### src/rtl/cnt.sv
// cnt: synchronous loadable up/down counter (rst > load > en), registered output.
// Define CNT_SATURATE_EN to make counting saturate at the ends instead of wrapping.
module cnt #(
    parameter int WIDTH = 4
) (
    input  logic             clk,
    input  logic             rst,
    input  logic             en,
    input  logic             up,
    input  logic             load,
    input  logic [WIDTH-1:0] count_in,
    output logic [WIDTH-1:0] count
);
    logic [WIDTH-1:0] count_q, count_d, step;
    logic             at_lim;
    always_comb begin
        step    = up ? count_q + 1'b1 : count_q - 1'b1;
`ifdef CNT_SATURATE_EN
        at_lim  = up ? &count_q : ~|count_q;
`else
        at_lim  = 1'b0;
`endif
        count_d = load ? count_in : (en && !at_lim) ? step : count_q;
    end
    always_ff @(posedge clk) count_q <= rst ? '0 : count_d;
    assign count = count_q;
endmodule

### config.mk
export PLATFORM = sky130hd
export DESIGN_NAME = cnt
export DESIGN_NICKNAME = d
export VERILOG_FILES = /design/src/rtl/cnt.sv
export SDC_FILE = /design/constraint.sdc
export NUM_CORES = 1
export LEC_CHECK = 0
export ABC_CLOCK_PERIOD_IN_PS = 1700
export CORE_AREA = 2 2 39 41
export CTS_BUF_LIST = sky130_fd_sc_hd__clkbuf_4
export CTS_CLUSTER_DIAMETER = 80
export DETAILED_ROUTE_END_ITERATION = 10
export DIE_AREA = 0 0 41 43
export PLACE_DENSITY = 0.55
export SETUP_SLACK_MARGIN = 0.2
export SYNTH_ARGS = -nofsm -noshare
export SYNTH_HDL_FRONTEND = slang
export SYNTH_SLANG_ARGS = --single-unit
### constraint.sdc
create_clock -name clk -period 1.7 [get_ports clk]
set_clock_uncertainty 0.05 [all_clocks]
set_input_delay 0.34 -clock clk [delete_from_list [all_inputs] [get_ports clk]]
set_output_delay 0.34 -clock clk [all_outputs]
set_load 0.01 [all_outputs]
==> results.cfg, run 1 <==
[critical_path]
cp_slowest_stage_delay_ps = 520
critical_path_depth = 4
path_buf_inv = 1
r2r_setup_slack_ps = 290
reg2reg_depth = 4
critical_path_required_ps = 1780
crit_type = in2reg
path_delay_family = buffers and inverters
endpoint_kind = flop
r2r-start = count[0]
r2r_end = count[2]
cp.arrival_ps = 1510
cp-start-kind = primary input
crit_chain = clkdlybuf4s50_1 -> nand2b_1 -> nor3b_1 -> a311o_2
cp_max_fo = 5
cpMaxStageDelayCell = clkdlybuf4s50_1

[cells_and_area]
regArea_um2 = 82.6
fill_cells = 150
diodes = 0
area_delta_synth_final_pct = 75.0
drive_gt1_share_pct = 40.8
multiInputGateArea_um2 = 240
final_area_um2 = 517
final_core_util_pct = 37.3
nets = 63
largest_reg_flops = 4

[timing]
slew_headroom_pct = 79.5
fin_crit_sh_pct = 84.1
fmax_mhz = 699
hold_viol = 0
fin_crit_ps = 1430
setup_viol = 0
grt_setup_unrepaired = false
fin_setup_tns_ps = 0
slew_viol_final = 0
worst_slew_pin_slew_ps = 305

[min_path]
hp-start = count[0]
hold_path_class = reg2reg
min_path_cells = 2
worstHoldEndpoint = count[3]

[drt]
viasPerCell = 4.45
num_vias = 289
wl_per_cell_um = 11.1
routed_wirelength_um = 721
drc_errors = 0
drt_first_iter_violations = 6
first_pass_iters = 3
ant_nets = 0

[die]
die_h_um = 43
io_pins = 13
core_area_um2 = 1380
row_count = 14
dieArea_um2 = 1760
die_w_um = 41
start_util_pct = 21.3

[clock_network]
cts_tree = built
clockBufferDepth = 2
clk_transition_reported_paths_ps = 40
numCtsBuffers = 3
clock_latency_ps = 240
htree_levels = 1
ctsRootBufferMaster = clkbuf_4
clock_sinks = 4
ctsHoldBuffers = 0

[status]
status = finished, final reports clean

[global_route]
grt_max_degree = 6
grt-ovfl-total = 0
grt_use_total_pct = 10.9
grt_pass1_wl_mm = 1.15
grt_pass1_vias = 299
antenna_found_initial = 0

[synthesis]
ys.flop_type = dfxtp_1
synth_top_area_share_pct = 27.1
ys_warn_count = 0
ys_seq_area_share_pct = 27.1
syn_area_per_cell_um2 = 9.84
synth.area.top_cells = dfxtp_1 27%, ha_1 8.5%, fa_1 6.8%
synth-adder-area-share_pct = 15.3
syn_area_um2 = 295
synth_compound_area_share_pct = 17.4
synthMuxAreaShare_pct = 10.6
synth_fp_nets = 42
synth_top_family_by_area = compound AO/OA/AOI/OAI gates
synthArstFlopShare_pct = 0
yosysMostFrequentCell = dfxtp_1
synth_xor_xnor_area_share_pct = 8.90
synth_top_area_cell = dfxtp_1
synth-simple-area-share_pct = 15.7
synth_edf_count = 0
synthTopCellsByCount = 4 x dfxtp_1, 3 x a21oi_1, 3 x nor2_1
yosys.cell_types.count = 19
synthCells = 30
ys_seq_elements = 4

[placement]
placed_area_um2 = 464
routabilityCongestion = 0.752
hpwl_um = 526
io_buffers = 12

[pwr]
vdd.ir_drop.worst_mv = 0.511
p_per_area_nw_per_um2 = 685
leakagePower_nw = 0.217

[run]
drv_cap = 0
==> routing by layer <==
metal,wire (um),track usage (%),vias up
li1,-,-,146
met1,277,10.0,130
met2,367,16.6,11
met3,65,7.85,2
met4,10,6.00,0
met5,0,0,-
==> cell usage in the layout (no fill, tap or decap), types with 2 or more instances in the layout <==
cell type and instances:
mux2i_1 2, clkdlybuf4s50_1 7, nand2_1 2, dfxtp_2 2
xnor2_1 2, nor2_1 3, buf_4 5, clkbuf_4 3
dlygate4sd2_1 4, a21oi_1 2, dfxtp_1 2
==> worst register-to-register path, cell delays in order (launching register included) <==
cell	delay [ps]
dfxtp_2	340
fa_2	390
xnor2_1	130
a211o_2	320
a21oi_1	120
==> cells by family (layout without fill, tap and decap cells) <==
group / count (synthesis) / in the layout
compound gates: 6 / 6
flops: 4 / 4
mux: 3 / 3
fa+ha+maj: 3 / 3
xor+xnor: 3 / 3
buf+inv: 2 / 21
simple gates: 9 / 9
==> worst max path at each step <==
stage	from	endpoint	slack, ps
after floorplan	up	count[3]	200
after global placement	up	count[3]	-350
after detailed placement	up	count[3]	-370
after CTS	up	count[3]	180
after global routing	count[0]	count[2]	210
final	en	count[3]	270
==> what timing repair did <==
item | 4_1_cts | 5_1_grt
setup buffers | 0 | 0
pin swaps | 2 | 4
setup endpoints to repair | 7 | 3
gates resized for setup | 10 | 5
==> layout make-up <==
type | instances | share of cell area, %
Timing Repair Buffer | 17 | 28.6
Inverter | 1 | 0.726
Clock buffer | 3 | 4.36
Tap cell | 16 | 3.87
Multi-Input combinational cell | 24 | 46.5
Sequential cell | 4 | 16.0
==> stage by stage <==
step	setup WS [ps]	power [W]	hold slack, ps	cells
after detailed placement	-366	0.000223	567	62
after global routing	214	0.000378	588	65
after floorplan	203	0.000168	359	30
final	270	0.000354	569	65
after global placement	-353	0.000223	564	62
after CTS	181	0.000353	551	65
==> power breakdown <==
group,switching (W),leakage (nW),internal [W],total [W]
Sequential,0.0000107,0.0338,0.000104,0.000115
Clock,0.0000420,0.0138,0.0000792,0.000121
Combinational,0.0000476,0.169,0.0000704,0.000118
Total,0.000100,0.217,0.000254,0.000354
(Power assumes the default switching activity.)
==> inputs of run 2 (changes only) <==
Settings changed: ABC_CLOCK_PERIOD_IN_PS 1700 to 1300, PLACE_DENSITY 0.55 to 0.56.
Clock period 1.7 ns to 1.3 ns, I/O delays scaled along.
==> run 2 against run 1 <==
The run now ends with negative setup slack left; setup slack got worse by 350 ps; worst hold slack got worse by 100 ps; count of clock-buffer cells in the layout grew 1; global-route usage decreased by 0.52 points; sequential cell count did not move; via count increased by 4.8%; total power grew 49%; critical path depth stayed put; core utilization increased by 4.5 points; wire length down 0.69%; critical endpoint is now count[1]; largest cell class unchanged; largest power group unchanged.
==> results.cfg, run 2 (same netlist as run 1, synthesis figures left out) <==
[critical_path]
path_delay_family = adder cells
crit_chain = fa_2 -> mux2_4 -> mux2i_1 -> nor2_1
cp-start-kind = flop
crit_type = reg2reg
cp.arrival_ps = 1450
r2r_end = count[1]
crit_end = count[1]
setup.worst_path.start = count[0]
path_buf_inv = 0
reg2reg_depth = 4
cpMaxStageDelayCell = fa_2
critical_path_required_ps = 1370
r2r-start = count[0]
r2r_setup_slack_ps = -80
cp_slowest_stage_delay_ps = 420
cp_max_fo = 2
endpoint_kind = flop
critical_path_depth = 4

[drt]
ant_nets = 0
drt_first_iter_violations = 1
routed_wirelength_um = 716
wl_per_cell_um = 10.2
drc_errors = 0
num_vias = 303
viasPerCell = 4.33
first_pass_iters = 2

[die]
die_h_um = 43
row_count = 14
start_util_pct = 21.3
die_w_um = 41
io_pins = 13
dieArea_um2 = 1760
core_area_um2 = 1380

[cells_and_area]
largest_reg_flops = 4
fill_cells = 149
nets = 67
regArea_um2 = 92.6
drive_gt1_share_pct = 59.3
area_delta_synth_final_pct = 96.2
layout_common_cells = 7 x buf_4, 5 x clkdlybuf4s50_1, 5 x buf_6, 4 x clkbuf_4
multiInputGateArea_um2 = 239
final_common_cell = buf_4
final_area_um2 = 579
diodes = 0

[placement]
routabilityCongestion = 0.678
io_buffers = 12
dp_slack_ps = -715
placed_area_um2 = 514

[timing]
slew_viol_final = 0
slew_headroom_pct = 82.5
worst_slew_pin_slew_ps = 262
fin_crit_ps = 1380
fmax_mhz = 724
whs_ps = 466
finalWorstSetupSlack_ps = -80.4
fin_crit_sh_pct = 106
setup_viol = 3
hold_viol = 0
fin_setup_tns_ps = -183
grt_setup_unrepaired = true

[pwr]
leakagePower_nw = 0.248
vdd.ir_drop.worst_mv = 0.357
p_sw_w = 0.000141
fin_total_pwr_w = 0.000527
p_clk_share_pct = 37.2
pwr-share-comb_pct = 35.1
p_per_area_nw_per_um2 = 909
pwr-share-seq_pct = 27.7
p_sw_share_pct = 26.8
p_int_w = 0.000386

[run]
drv_cap = 0

[global_route]
grt-ovfl-total = 0
antenna_found_initial = 0
grt_max_degree = 7
grt_pass1_vias = 287
grt_use_total_pct = 10.3
grt_pass1_wl_mm = 1.19

[clock_network]
cts_tree = built
ctsRootBufferMaster = clkbuf_4
ctsHoldBuffers = 0
clock_sinks = 4
numCtsBuffers = 3
clock_latency_ps = 240
clk_transition_reported_paths_ps = 50
clockBufferDepth = 2
htree_levels = 1

[status]
status = finished with violations
violations = negative setup slack

[min_path]
hold_path_class = in2reg
[run 2: cell count changes in the layout (fill, tap and decap cells not counted), sizes merged]
cell / previous run / this run
dlygate4sd2: 4 / 1
clkdlybuf4s50: 7 / 5
clkinvlp: 0 / 1
dlymetal6s2s: 0 / 1
buf: 5 / 14
inv: 1 / 0
[run 2: routing by layer]
layer | track usage (%) | part of all wire [%] | wire (um) | vias up
met5 | 0 | 0 | 0 | -
met1 | 12.9 | 45 | 322 | 136
met4 | 8.00 | 0 | 0 | 0
li1 | - | - | - | 160
met2 | 14.1 | 51 | 362 | 7
met3 | 3.14 | 4.3 | 31 | 0
[run 2: final cells by class]
| cell class | count | share of cell area [%] |
|---|---|---|
| multi-input combinational | 24 | 41.3 |
| timing repair buffer | 21 | 32.8 |
| sequential | 4 | 16.0 |
| clock buffer | 4 | 5.18 |
| tap | 16 | 3.46 |
| inverter | 1 | 1.30 |
[run 2: repair_timing]
item / in CTS / in global routing
resized for setup: 28 / 4
buffers inserted: 1 / 1
pin swaps: 1 / 3
gates cloned: 0 / 0
setup endpoints to repair: 8 / 7
[run 2: worst min-delay path, delay by kind of cell]
kind,cells,cell delay [ps]
buffers and inverters,2,310
multiplexers,1,70
AND/OR/NAND/NOR,1,80
[run 2: power groups by stage]
stage	clock network, W	registers [W]	logic [W]
2_1_floorplan	0	0.000156	0.0000821
3_3_place_gp	0	0.000149	0.000170
3_5_place_dp	0	0.000149	0.000171
4_1_cts	0.000209	0.000148	0.000182
5_1_grt	0.000218	0.000148	0.000205
6_report	0.000196	0.000146	0.000185
[run 2: worst min-delay path by stage]
stage,from,endpoint,cells after the start
after floorplan,rst,count[2],1
after global placement,count[2],count[2],3
after detailed placement,count[2],count[2],3
after CTS,count_in[2],count[2],3
after global routing,load,count[0],4
final,load,count[0],4
[run 2: stage by stage]
stage,utilization [%],instances
after global routing,41.9,70
after detailed placement,37.2,64
after CTS,40.5,69
final,41.9,70
after global placement,37.2,64
after floorplan,-,30
==> inputs of run 3 (changes only) <==
Settings changed: SLEW_MARGIN set to 0.
==> results of run 3 <==
Same layout as run 2: the final DEF is identical, and so are final timing and power.
